`config.mk`:
```
export PLATFORM = sky130hd
export DESIGN_NAME = multicycle_alu_controller_flat
export DESIGN_NICKNAME = d
export VERILOG_FILES = /design/src/rtl/multicycle_alu_controller_if.sv /design/src/rtl/multicycle_alu_controller.sv /design/src/flat_wrapper.sv
export SDC_FILE = /design/constraint.sdc
export NUM_CORES = 1
export LEC_CHECK = 0
export BUFFER_PORTS_ARGS = -buffer_cell sky130_fd_sc_hd__buf_2
export CAP_MARGIN = 10
export CELL_PAD_IN_SITES_DETAIL_PLACEMENT = 1
export CELL_PAD_IN_SITES_GLOBAL_PLACEMENT = 1
export CORE_MARGIN = 2
export CORE_UTILIZATION = 35
export CTS_CLUSTER_DIAMETER = 40
export DETAILED_ROUTE_END_ITERATION = 10
export PLACE_DENSITY_LB_ADDON = 0.1
export SYNTH_ARGS = -nofsm -noshare
export SYNTH_HDL_FRONTEND = slang
export SYNTH_SLANG_ARGS = --single-unit
```
`constraint.sdc`:
```
create_clock -name clk -period 2.6 [get_ports clk]
set_input_delay 0.13 -clock clk [delete_from_list [all_inputs] [get_ports clk]]
set_output_delay 0.13 -clock clk [all_outputs]
set_load 0.02 [all_outputs]
```
`src/rtl/multicycle_alu_controller_if.sv`:
```
`default_nettype none
// ============================================================================
//  Module      : multicycle_alu_controller_if
//  Description : Bundle between the multicycle controller and the RV32I
//                datapath: instruction fields and the ALU zero flag in,
//                ALU opcode, enables and mux selects out.
//  Revision    : 1.0 - initial release
// ============================================================================
interface multicycle_alu_controller_if;
  logic [6:0] Opcode;
  logic [2:0] Func3;
  logic       Func7b5;
  logic       ZeroFlag;
  logic [2:0] AluOpcode;
  logic       PCWrite;
  logic       AdrSrc;
  logic       MemWrite;
  logic       IRWrite;
  logic       RegWrite;
  logic [1:0] ResultSrc;
  logic [1:0] AluSrcA;
  logic [1:0] AluSrcB;
  logic [2:0] ImmSrc;
  logic       Illegal;

  // Controller side
  modport master (
    input  Opcode, Func3, Func7b5, ZeroFlag,
    output AluOpcode, PCWrite, AdrSrc, MemWrite, IRWrite, RegWrite,
           ResultSrc, AluSrcA, AluSrcB, ImmSrc, Illegal
  );

  // Datapath side
  modport slave (
    output Opcode, Func3, Func7b5, ZeroFlag,
    input  AluOpcode, PCWrite, AdrSrc, MemWrite, IRWrite, RegWrite,
           ResultSrc, AluSrcA, AluSrcB, ImmSrc, Illegal
  );
endinterface
`default_nettype wire

```
`src/rtl/multicycle_alu_controller.sv`:
```
`default_nettype none
// ============================================================================
//  Module      : multicycle_alu_controller
//  Description : Multicycle RV32I control FSM. One state per clock; all
//                outputs are decoded combinationally from the current state
//                and the instruction fields / ALU zero flag.
//  Revision    : 1.0 - initial release
// ============================================================================
module multicycle_alu_controller #(
  parameter logic [3:0] RESET_STATE = 4'd0
) (
  input  wire logic                   clk,
  input  wire logic                   rst_n,
  multicycle_alu_controller_if.master bus
);

  localparam logic [6:0] c_OP_R    = 7'b0110011;
  localparam logic [6:0] c_OP_I    = 7'b0010011;
  localparam logic [6:0] c_OP_LW   = 7'b0000011;
  localparam logic [6:0] c_OP_SW   = 7'b0100011;
  localparam logic [6:0] c_OP_BR   = 7'b1100011;
  localparam logic [6:0] c_OP_JAL  = 7'b1101111;
  localparam logic [6:0] c_OP_JALR = 7'b1100111;
  localparam logic [6:0] c_OP_LUI  = 7'b0110111;

  localparam logic [2:0] c_ALU_ADD  = 3'b000;
  localparam logic [2:0] c_ALU_SUB  = 3'b001;
  localparam logic [2:0] c_ALU_AND  = 3'b010;
  localparam logic [2:0] c_ALU_OR   = 3'b011;
  localparam logic [2:0] c_ALU_SLTU = 3'b100;
  localparam logic [2:0] c_ALU_SLT  = 3'b101;
  localparam logic [2:0] c_ALU_XOR  = 3'b110;

  typedef enum logic [3:0] {
    S_FETCH    = 4'd0,
    S_DECODE   = 4'd1,
    S_MEMADR   = 4'd2,
    S_MEMREAD  = 4'd3,
    S_MEMWB    = 4'd4,
    S_MEMWRITE = 4'd5,
    S_EXECR    = 4'd6,
    S_EXECI    = 4'd7,
    S_ALUWB    = 4'd8,
    S_BRANCH   = 4'd9,
    S_JAL      = 4'd10,
    S_JALR1    = 4'd11,
    S_JALR2    = 4'd12,
    S_LUI      = 4'd13
  } state_t;

  state_t r_state;
  state_t w_cur;

  logic [2:0] w_aluop;
  logic       w_pcwrite;
  logic       w_adrsrc;
  logic       w_memwrite;
  logic       w_irwrite;
  logic       w_regwrite;
  logic [1:0] w_resultsrc;
  logic [1:0] w_alusrca;
  logic [1:0] w_alusrcb;
  logic [2:0] w_immsrc;
  logic       w_illegal;

  // Func3-based ALU operation; SUB only for R-type with Func7b5 set,
  // shift encodings (001/101) decode as ADD.
  function automatic logic [2:0] f_alu_decode(input logic [2:0] f3,
                                              input logic       f7b5,
                                              input logic       is_r);
    case (f3)
      3'b000:  f_alu_decode = (is_r && f7b5) ? c_ALU_SUB : c_ALU_ADD;
      3'b010:  f_alu_decode = c_ALU_SLT;
      3'b011:  f_alu_decode = c_ALU_SLTU;
      3'b100:  f_alu_decode = c_ALU_XOR;
      3'b110:  f_alu_decode = c_ALU_OR;
      3'b111:  f_alu_decode = c_ALU_AND;
      default: f_alu_decode = c_ALU_ADD;
    endcase
  endfunction

  // State register with async clear; next state chosen per current state
  always_ff @(posedge clk or negedge rst_n) begin
    if (!rst_n) begin
      r_state <= state_t'(RESET_STATE);
    end else begin
      case (r_state)
        S_FETCH:  r_state <= S_DECODE;
        S_DECODE: begin
          case (bus.Opcode)
            c_OP_LW,
            c_OP_SW:   r_state <= S_MEMADR;
            c_OP_R:    r_state <= S_EXECR;
            c_OP_I:    r_state <= S_EXECI;
            c_OP_BR:   r_state <= S_BRANCH;
            c_OP_JAL:  r_state <= S_JAL;
            c_OP_JALR: r_state <= S_JALR1;
            c_OP_LUI:  r_state <= S_LUI;
            default:   r_state <= S_FETCH;
          endcase
        end
        S_MEMADR:   r_state <= (bus.Opcode == c_OP_SW) ? S_MEMWRITE : S_MEMREAD;
        S_MEMREAD:  r_state <= S_MEMWB;
        S_EXECR,
        S_EXECI,
        S_JAL,
        S_JALR2:    r_state <= S_ALUWB;
        S_JALR1:    r_state <= S_JALR2;
        default:    r_state <= S_FETCH;
      endcase
    end
  end

  // While reset is held the selects must show their FETCH values
  assign w_cur = rst_n ? r_state : S_FETCH;

  // Immediate format depends only on the opcode, in every state
  always_comb begin
    case (bus.Opcode)
      c_OP_SW:  w_immsrc = 3'b001;
      c_OP_BR:  w_immsrc = 3'b010;
      c_OP_JAL: w_immsrc = 3'b011;
      c_OP_LUI: w_immsrc = 3'b100;
      default:  w_immsrc = 3'b000;
    endcase
  end

  // Per-state control word; anything not listed stays at 0 / ADD
  always_comb begin
    w_aluop     = c_ALU_ADD;
    w_pcwrite   = 1'b0;
    w_adrsrc    = 1'b0;
    w_memwrite  = 1'b0;
    w_irwrite   = 1'b0;
    w_regwrite  = 1'b0;
    w_resultsrc = 2'b00;
    w_alusrca   = 2'b00;
    w_alusrcb   = 2'b00;
    w_illegal   = 1'b0;
    case (w_cur)
      S_FETCH: begin
        w_irwrite   = 1'b1;
        w_pcwrite   = 1'b1;
        w_alusrcb   = 2'b10;
        w_resultsrc = 2'b10;
      end
      S_DECODE: begin
        w_alusrca = 2'b01;
        w_alusrcb = 2'b01;
        case (bus.Opcode)
          c_OP_R, c_OP_I, c_OP_LW, c_OP_SW, c_OP_BR,
          c_OP_JAL, c_OP_JALR, c_OP_LUI: w_illegal = 1'b0;
          default:                       w_illegal = 1'b1;
        endcase
      end
      S_MEMADR: begin
        w_alusrca = 2'b10;
        w_alusrcb = 2'b01;
      end
      S_MEMREAD: w_adrsrc = 1'b1;
      S_MEMWB: begin
        w_resultsrc = 2'b01;
        w_regwrite  = 1'b1;
      end
      S_MEMWRITE: begin
        w_adrsrc   = 1'b1;
        w_memwrite = 1'b1;
      end
      S_EXECR: begin
        w_alusrca = 2'b10;
        w_aluop   = f_alu_decode(bus.Func3, bus.Func7b5, 1'b1);
      end
      S_EXECI: begin
        w_alusrca = 2'b10;
        w_alusrcb = 2'b01;
        w_aluop   = f_alu_decode(bus.Func3, bus.Func7b5, 1'b0);
      end
      S_ALUWB: w_regwrite = 1'b1;
      S_BRANCH: begin
        w_alusrca = 2'b10;
        case (bus.Func3)
          3'b000: begin w_aluop = c_ALU_SUB; w_pcwrite =  bus.ZeroFlag; end
          3'b001: begin w_aluop = c_ALU_SUB; w_pcwrite = ~bus.ZeroFlag; end
          3'b100: begin w_aluop = c_ALU_SLT; w_pcwrite = ~bus.ZeroFlag; end
          3'b101: begin w_aluop = c_ALU_SLT; w_pcwrite =  bus.ZeroFlag; end
          default: w_pcwrite = 1'b0;
        endcase
      end
      S_JAL, S_JALR2: begin
        w_alusrca = 2'b01;
        w_alusrcb = 2'b10;
        w_pcwrite = 1'b1;
      end
      S_JALR1: begin
        w_alusrca = 2'b10;
        w_alusrcb = 2'b01;
      end
      S_LUI: begin
        w_resultsrc = 2'b11;
        w_regwrite  = 1'b1;
      end
      default: w_aluop = c_ALU_ADD;
    endcase
  end

  // Write enables are gated by reset so nothing writes while it is asserted
  assign bus.AluOpcode = w_aluop;
  assign bus.PCWrite   = w_pcwrite  & rst_n;
  assign bus.AdrSrc    = w_adrsrc;
  assign bus.MemWrite  = w_memwrite & rst_n;
  assign bus.IRWrite   = w_irwrite  & rst_n;
  assign bus.RegWrite  = w_regwrite & rst_n;
  assign bus.ResultSrc = w_resultsrc;
  assign bus.AluSrcA   = w_alusrca;
  assign bus.AluSrcB   = w_alusrcb;
  assign bus.ImmSrc    = w_immsrc;
  assign bus.Illegal   = w_illegal  & rst_n;

endmodule
`default_nettype wire

```
`src/flat_wrapper.sv`:
```
// flat-port wrapper written by rule: the top's interface ports become plain ports
module multicycle_alu_controller_flat 
#(
  parameter logic [3:0] RESET_STATE = 4'd0
)
  (clk, rst_n, bus_Opcode, bus_Func3, bus_Func7b5, bus_ZeroFlag, bus_AluOpcode, bus_PCWrite, bus_AdrSrc, bus_MemWrite, bus_IRWrite, bus_RegWrite, bus_ResultSrc, bus_AluSrcA, bus_AluSrcB, bus_ImmSrc, bus_Illegal);
  multicycle_alu_controller_if bus_i ();
  input  wire logic clk;
  input  wire logic rst_n;
  input wire logic [$bits(bus_i.Opcode)-1:0] bus_Opcode;
  input wire logic [$bits(bus_i.Func3)-1:0] bus_Func3;
  input wire logic [$bits(bus_i.Func7b5)-1:0] bus_Func7b5;
  input wire logic [$bits(bus_i.ZeroFlag)-1:0] bus_ZeroFlag;
  output wire logic [$bits(bus_i.AluOpcode)-1:0] bus_AluOpcode;
  output wire logic [$bits(bus_i.PCWrite)-1:0] bus_PCWrite;
  output wire logic [$bits(bus_i.AdrSrc)-1:0] bus_AdrSrc;
  output wire logic [$bits(bus_i.MemWrite)-1:0] bus_MemWrite;
  output wire logic [$bits(bus_i.IRWrite)-1:0] bus_IRWrite;
  output wire logic [$bits(bus_i.RegWrite)-1:0] bus_RegWrite;
  output wire logic [$bits(bus_i.ResultSrc)-1:0] bus_ResultSrc;
  output wire logic [$bits(bus_i.AluSrcA)-1:0] bus_AluSrcA;
  output wire logic [$bits(bus_i.AluSrcB)-1:0] bus_AluSrcB;
  output wire logic [$bits(bus_i.ImmSrc)-1:0] bus_ImmSrc;
  output wire logic [$bits(bus_i.Illegal)-1:0] bus_Illegal;
  assign bus_i.Opcode = bus_Opcode;
  assign bus_i.Func3 = bus_Func3;
  assign bus_i.Func7b5 = bus_Func7b5;
  assign bus_i.ZeroFlag = bus_ZeroFlag;
  assign bus_AluOpcode = bus_i.AluOpcode;
  assign bus_PCWrite = bus_i.PCWrite;
  assign bus_AdrSrc = bus_i.AdrSrc;
  assign bus_MemWrite = bus_i.MemWrite;
  assign bus_IRWrite = bus_i.IRWrite;
  assign bus_RegWrite = bus_i.RegWrite;
  assign bus_ResultSrc = bus_i.ResultSrc;
  assign bus_AluSrcA = bus_i.AluSrcA;
  assign bus_AluSrcB = bus_i.AluSrcB;
  assign bus_ImmSrc = bus_i.ImmSrc;
  assign bus_Illegal = bus_i.Illegal;
  multicycle_alu_controller #(.RESET_STATE(RESET_STATE)) u_core (.clk(clk), .rst_n(rst_n), .bus(bus_i));
endmodule
```
==> results.cfg, run 1 <==
[logic_synthesis]
syn_area_per_cell_um2 = 7.19
synth_edf_count = 0
ys.flop_type = dfrtp_1
synth_nets = 124
async_reset_ff_share_pct = 100
netlist_area_um2 = 791
yosys_warnings = 0
synth-seq-cells = 4
netlist_instances = 110
synth_cell_types = 45
yosysSeqAreaShare_pct = 12.7

[job]
cap_violations = 0

[grt]
met2_usage_pct = 32.5
grt_pass1_wl_um = 4030
antenna_found_initial = 0
grt_overflow = 0
grt_use_total_pct = 19.9
busiest_layer = met2
grt_pass1_vias = 913
grt_util_met1_pct = 27.0
grt_use_met3_pct = 2.59
grt_max_degree = 20

[routing]
via_per_inst = 5.46
ant_nets = 0
via_count = 901
drtIter0Drc = 10
drcViolationCount = 0
dr.pass1.iters = 3
drt_wl_total_um = 2300
avgRoutedWirePerCell_um = 14.0

[pwr]
p_per_area_nw_per_um2 = 583
vdd_drop_max_v = 0.000290
seqPwrFrac_pct = 24.7
switching_share_pct = 50.6
switchingPower_mw = 0.279
leakage_nw = 0.444
p_clk_share_pct = 14.3
p_comb_share_pct = 61.0
power.internal_mw = 0.273

[clock_network]
h-tree-depth = 1
cts_resized = 0
clk_latency_ns = 0.24
cts_tree = yes
cts.sinks = 4
clockBufferDepth = 2
ctsHoldBuffers = 1
numCtsBuffers = 3
clockRootBuffer = clkbuf_4
clk_pin_slew_ns = 0.04
cts_setup_buffers = 0

[die]
dieArea_um2 = 2660
rows = 17
initial_utilization_pct = 36.4
core_area_um2 = 2170
pin_count = 32
fp.dieH_um = 51.5
die_x_um = 51.5

[timing]
clock_skew_ns = 0.00285
timing.setup.tns_ns = 0
grt_setup_unrepaired = no
setup_viol = 0
hold_viol = 0
slew_viol_final = 0
layout_setup_ws_ns = 0.542
slew_headroom_pct = 59.3
fin_crit_sh_pct = 79.1
min_period_ns = 2.06
worst_pin_slew_ns = 0.611
maxClockFrequency_mhz = 486

[worst_setup_path]
path_max_fanout = 19
worst_setup_path_end_kind = output pin
startpoint = u_core.r_state[3]
worstPathArrival_ns = 1.93
cp-start-kind = flop
cp.required_ns = 2.47
r2r_start = u_core.r_state[1]
path_class = reg2out

[placement]
port_buffers = 31
pre_cts_slack_ns = 0.818
place.gp.congestion = 0.750
place_hpwl_um = 1780

[layout]
drive_gt1_share_pct = 31.4
area_growth_pct = 19.8
diodes = 0
fill_cells = 307
reg_top3 = u_core.r_state x4
nets = 153
multi_input_area_um2 = 606
seq_area_um2 = 100
largest_register_ffs = 4
largest_register = u_core.r_state

[min_path]
hp-start = bus_Opcode[3]
hold_class = in2reg

[outcome]
status = complete, no violations
metal layers:
layer / wire length (µm) / up-vias
met5: 0 / -
met4: 22 / 0
met3: 69 / 2
met2: 1070 / 22
met1: 1140 / 424
li1: - / 453
power groups by stage:
stage                     Combinational, mW  Clock [mW]  Sequential, mW
final                                 0.337      0.0790           0.136
after global routing                  0.378      0.0857           0.145
after floorplan                       0.301           0          0.0915
after CTS                             0.343      0.0810           0.136
after global placement                0.333           0           0.134
after detailed placement              0.340           0           0.137
synthesized netlist by cell type (3+ instances only):
cell      n  area, µm²
nor2_1    9       33.8
nor3_1    8       40.0
a21oi_1   7       35.0
nand3_1   4       20.0
nor4_1    3       18.8
nor2b_1   4       25.0
xor2_1    3       26.3
buf_2     3       15.0
inv_1     5       18.8
dfrtp_1   4        100
nand2b_1  6       37.5
xnor2_1   4       35.0
nand2_1   8       30.0
layout by cell type, fill, tap and decap left out, drive strengths merged, types with 2 or more instances in the layout:
cell type,netlist,routed
buf,7,31
nor2,9,9
nor3,8,8
nand2,8,8
a21oi,8,8
nand2b,8,8
inv,5,5
xnor2,4,4
nand3,4,4
nor2b,4,4
dfrtp,4,4
xor2,3,3
nor4,3,3
clkbuf,1,3
o21ai,3,3
or3,3,3
and3,2,2
and2b,2,2
a31oi,2,2
a21o,2,2
a211o,2,2
o22ai,2,2
o31ai,2,2
area by class of cell:
class                   count  share of cell area (%)
clock buffers               3                    2.38
inverters                   5                    1.98
multi-input cells          93                    63.9
flip-flops and latches      4                    10.6
well taps                  28                    3.70
repair buffers             32                    17.4
logic make-up after synthesis:
| group | count (synthesis) | share of synthesized area [%] |
|---|---|---|
| and+or+nand+nor | 57 | 42.7 |
| buffers and inverters | 13 | 10.8 |
| muxes | 1 | 1.27 |
| xor gates and xnor gates | 7 | 7.75 |
| DFF | 4 | 12.7 |
| AOI/OAI and AO/OA | 28 | 24.8 |
worst paths after layout:
kind                       cells past startpoint  slack [ns]           endpoint
max reg2reg                                    3        1.03  u_core.r_state[0]
max in group asynchronous                      2        2.11  u_core.r_state[1]
min                                            2        0.21  u_core.r_state[0]
min in group asynchronous                      2        0.29  u_core.r_state[3]
max                                            5        0.54   bus_AluOpcode[0]
min reg2reg                                    1        0.69  u_core.r_state[2]
worst max-delay path: stages, from the launching register on:
cell and delay, ns:
dfrtp_1 0.60, nand2b_4 0.27, o22a_1 0.21, or3_1 0.31, o21ai_1 0.13, buf_2 0.18
per-stage QoR:
step	util, %	instance area, µm²	power [mW]	hold slack [ns]	cells
after floorplan	-	791	0.393	-0.166	110
after global placement	42.2	915	0.466	0.00351	161
after detailed placement	42.2	915	0.477	0.00263	161
after CTS	43.7	947	0.560	0.207	165
after global routing	43.7	947	0.608	0.223	165
final	43.7	947	0.552	0.210	165
Note: power is estimated with default switching activity, not from simulation.
==> inputs of run 2 (changes only) <==
ABC_AREA = 1   (was not set)
CORE_UTILIZATION = 25   (was 35)
clock period = 1.85 ns   (was 2.6 ns; I/O delays follow)
==> results.cfg, run 2 <==
[worst_setup_path]
r2r-end = u_core.r_state[3]
reg2regPathDepth = 4
worst_setup_path_end_kind = output pin
path_max_fanout = 6
slowest_stage = dfrtp_1
critical_path.cell_chain = nor2_2 > inv_1 > nor2_4 > nand4_1 > nor2_1 > buf_2
r2r_setup_slack_ns = 0.65
startpoint = u_core.r_state[2]
cp-start-kind = flop
path_class = reg2out
crit_end = bus_Illegal
cp.required_ns = 1.76
r2r_start = u_core.r_state[2]
critical-path-max-stage-delay_ns = 0.44
worstPathArrival_ns = 1.60

[routing]
met1_length_um = 953
via_count = 926
wl_met2_um = 1070
wl_met3_um = 95
ant_nets = 0
drcViolationCount = 0
avgRoutedWirePerCell_um = 11.2
top_layer_used = met4
drt_wl_total_um = 2150
via_per_inst = 4.82
dr.pass1.iters = 3
drtIter0Drc = 3

[pwr]
p_per_area_nw_per_um2 = 709
leakage_nw = 0.545
vdd_drop_max_v = 0.000521

[grt]
grt_overflow = 0
antenna_found_initial = 0
grt_pass1_wl_um = 3350
grt_max_degree = 12
grt_use_total_pct = 15.0
grt_pass1_vias = 859

[logic_synthesis]
synth_fa_ha_area_share_pct = 0
synth_area_leaders = nand2_1, dfrtp_1, nor2_1
synth-simple-area-share_pct = 57.2
synth_top_area_cell = nand2_1
netlist_area_um2 = 646
yosys.area.top_type_share_pct = 26.2
ys.flop_type = dfrtp_1
synthMuxAreaShare_pct = 0
netlist_instances = 128
synth-xor-area-share_pct = 0
synth_top_family_by_area = simple AND/OR/NAND/NOR gates
async_reset_ff_share_pct = 100
yosysSeqAreaShare_pct = 15.5
yosys_warnings = 0
syn_area_per_cell_um2 = 5.04
yosysMostFrequentCell = nand2_1
synth_compound_area_share_pct = 14.5
synth_nets = 142
synth_edf_count = 0
synth-seq-cells = 4
synth_cell_types = 22
synth_common_cells = nand2_1, nor2_1, inv_1

[timing]
fin_crit_sh_pct = 91.3
clock_skew_ns = 0.00112
setup_viol = 0
timing.setup.tns_ns = 0
maxClockFrequency_mhz = 592
grt_setup_unrepaired = no
min_period_ns = 1.69
worst_pin_slew_ns = 0.283
layout_setup_ws_ns = 0.162
finalHoldWorstSlack_ns = 0.297
hold_viol = 0
slew_viol_final = 0
slew_headroom_pct = 80.9

[placement]
port_buffers = 31
place_hpwl_um = 1840
place.gp.congestion = 0.809
pre_cts_slack_ns = 0.404

[die]
dieArea_um2 = 3010
core_area_um2 = 2450
pin_count = 32
initial_utilization_pct = 26.3
die_x_um = 54.8
rows = 18
fp.dieH_um = 54.8

[job]
cap_violations = 0

[clock_network]
clockRootBuffer = clkbuf_4
cts_setup_buffers = 0
clockBufferDepth = 2
cts_tree = yes
ctsHoldBuffers = 1
clk_latency_ns = 0.24
numCtsBuffers = 3
cts.sinks = 4
h-tree-depth = 1
cts_resized = 0
clk_pin_slew_ns = 0.04

[outcome]
status = complete, no violations

[layout]
largest_register = u_core.r_state
drive_gt1_share_pct = 24.1
reg_top3 = u_core.r_state x4
area_growth_pct = 33.7
nets = 178
largest_register_ffs = 4
final_common_cell = nand2_1
diodes = 0
final_cell_mix = nand2_1, buf_2, nor2_1, inv_1, nand3_1

[min_path]
min_path_cells = 5
hold_class = in2reg
[run 2: per-layer routing]
layer | vias to the layer above | GRT usage (%)
li1 | 475 | -
met4 | 0 | 3.75
met3 | 4 | 1.64
met1 | 426 | 16.6
met2 | 21 | 29.6
met5 | - | 0
[run 2: worst max-delay path: cells and delay by family (launching register included)]
| family | cells | cell delay, ns |
|---|---|---|
| buffers and inverters | 2 | 0.29 |
| DFF | 1 | 0.44 |
| and+or+nand+nor | 4 | 0.62 |
[run 2: metrics by stage]
stage               utilization (%)  cell area, µm²  cells  total power, mW
floorplan                         -             646    128            0.384
global placement               33.8             831    188            0.498
detailed placement             33.8             831    188            0.502
CTS                            35.2             863    192            0.618
global route                   35.2             863    192            0.667
finish                         35.2             863    192            0.612
[run 2: how the worst min path moves through the flow]
stage                  start                 to  slack, ns
2_1_floorplan          rst_n  u_core.r_state[0]      -0.20
3_3_place_gp           rst_n  u_core.r_state[3]      -0.03
3_5_place_dp           rst_n  u_core.r_state[3]      -0.02
4_1_cts        bus_Opcode[2]  u_core.r_state[1]       0.29
5_1_grt        bus_Opcode[4]  u_core.r_state[0]       0.33
6_report       bus_Opcode[2]  u_core.r_state[1]       0.30
[run 2: area by class of cell]
cell class | count | area, µm²
Tap cell | 30 | 37.5
Multi-Input combinational cell | 103 | 463
Clock buffer | 3 | 22.5
Sequential cell | 4 | 100
Inverter | 20 | 75.1
Timing Repair Buffer | 32 | 165
Fill cell | 366 | 1590
[run 2: cells by family (layout without fill, tap and decap cells)]
group | Yosys count | count (layout)
AND/OR/NAND/NOR | 87 | 87
AO/OA/AOI/OAI | 16 | 16
buffers and inverters | 21 | 55
flip-flops | 4 | 4
[run 2: report_power, final]
| part | leakage, nW | switching (mW) | internal, mW |
|---|---|---|---|
| Sequential | 0.0533 | 0.0254 | 0.105 |
| Combinational | 0.478 | 0.256 | 0.115 |
| Clock | 0.0138 | 0.0379 | 0.0727 |
==> inputs of run 3 (changes only) <==
PLACE_DENSITY = 0.79   (was not set)
PLACE_DENSITY_LB_ADDON = not set   (was 0.1)
==> results.cfg, run 3 (synthesized netlist as in run 2, its figures left out) <==
[clock_network]
numCtsBuffers = 3
cts_tree = yes
h-tree-depth = 1
clockRootBuffer = clkbuf_4
cts.sinks = 4
clk_pin_slew_ns = 0.04
clockBufferDepth = 2
clk_latency_ns = 0.23
cts_setup_buffers = 0

[timing]
slew_viol_final = 0
clock_skew_ns = 0.00121
fin_crit_sh_pct = 90.7
slew_headroom_pct = 79.1
grt_setup_unrepaired = no
hold_viol = 0
layout_setup_ws_ns = 0.173
maxClockFrequency_mhz = 596
worst_pin_slew_ns = 0.310
min_period_ns = 1.68
timing.setup.tns_ns = 0
setup_viol = 0

[routing]
avgRoutedWirePerCell_um = 11.3
drcViolationCount = 0
via_per_inst = 4.87
met1_length_um = 872
wl_met3_um = 119
via_count = 935
drt_wl_total_um = 2170
top_layer_used = met4
dr.pass1.iters = 4
drtIter0Drc = 8
wl_met2_um = 1160
ant_nets = 0

[grt]
grt_pass1_vias = 906
grt_pass1_wl_um = 3550
grt_max_degree = 15
grt_overflow = 0
grt_use_total_pct = 16.1
antenna_found_initial = 0

[worst_setup_path]
r2r_start = u_core.r_state[2]
cp.required_ns = 1.76
path_max_fanout = 14
cp-start-kind = input port
worst_setup_path_end_kind = output pin
startpoint = rst_n
path_class = in2out
worstPathArrival_ns = 1.58

[pwr]
leakage_nw = 0.545
p_total_mw = 0.624
vdd_drop_max_v = 0.000284
p_per_area_nw_per_um2 = 715

[layout]
nets = 178
reg_top3 = u_core.r_state x4
multi_input_area_um2 = 470
largest_register_ffs = 4
seq_area_um2 = 100
final_cell_mix = nand2_1, buf_2, inv_1, nor2_1, nand3_1
final_common_cell = nand2_1
fill_cells = 353
fin_util_pct = 35.6
drive_gt1_share_pct = 25.9
area_growth_pct = 35.3
diodes = 0
largest_register = u_core.r_state

[outcome]
status = complete, no violations

[die]
rows = 18
initial_utilization_pct = 26.3
die_x_um = 54.8
core_area_um2 = 2450
fp.dieH_um = 54.8
pin_count = 32
dieArea_um2 = 3010

[job]
cap_violations = 0

[placement]
place_hpwl_um = 1940
port_buffers = 31
pre_cts_slack_ns = 0.454
place.gp.congestion = 0.930

[min_path]
hold_class = in2async
==> run 3: critical path, stage by stage <==
cell	delay [ns]
dlygate4sd3_1	0.52
buf_4	0.20
nand2_1	0.12
nor2_2	0.15
nand2_1	0.09
nand2_1	0.06
nor2_1	0.05
a21oi_1	0.12
buf_2	0.18
==> run 3: area by class of cell <==
class                      count  area share, %
sequential                     4           11.5
clock buffer                   3           2.58
multi-input combinational    103           53.9
tap                           30           4.30
inverter                      20           8.60
timing repair buffer          32           19.2
==> run 3: where the power goes <==
group / leakage, nW / total, mW / internal (mW) / switching (mW)
sequential: 0.0533 / 0.132 / 0.105 / 0.0276
combinational: 0.478 / 0.385 / 0.116 / 0.269
clock: 0.0138 / 0.107 / 0.0725 / 0.0345
==> run 3: repair_timing <==
item                       in CTS  in global routing
hold endpoints to repair        4                  0
hold buffers                    1                  0
setup endpoints to repair       0                  3
gates resized for setup         0                  5
==> run 3: routing by layer <==
layer  global-route usage (%)  vias up
li1                         -      477
met1                     17.4      429
met2                     32.1       27
met3                     1.09        2
met4                     5.00        0
met5                        0        -
==> run 3: worst paths after layout <==
| kind | endpoint | cells past startpoint | slack (ns) |
|---|---|---|---|
| worst max-delay path | bus_PCWrite | 9 | 0.17 |
| worst max register to register | u_core.r_state[3] | 4 | 0.69 |
| worst min register to register | u_core.r_state[3] | 2 | 0.61 |
| min in group clk | u_core.r_state[1] | 5 | 0.31 |
| worst min-delay path | u_core.r_state[3] | 2 | 0.23 |
| max in group asynchronous | u_core.r_state[1] | 2 | 1.47 |
==> run 3: stage by stage <==
step / cell area (µm²) / instances / hold WS [ns]
floorplan: 646 / 128 / -0.203
global placement: 831 / 188 / -0.0312
detailed placement: 831 / 188 / -0.0281
CTS: 863 / 192 / 0.257
global route: 873 / 192 / 0.256
finish: 873 / 192 / 0.230
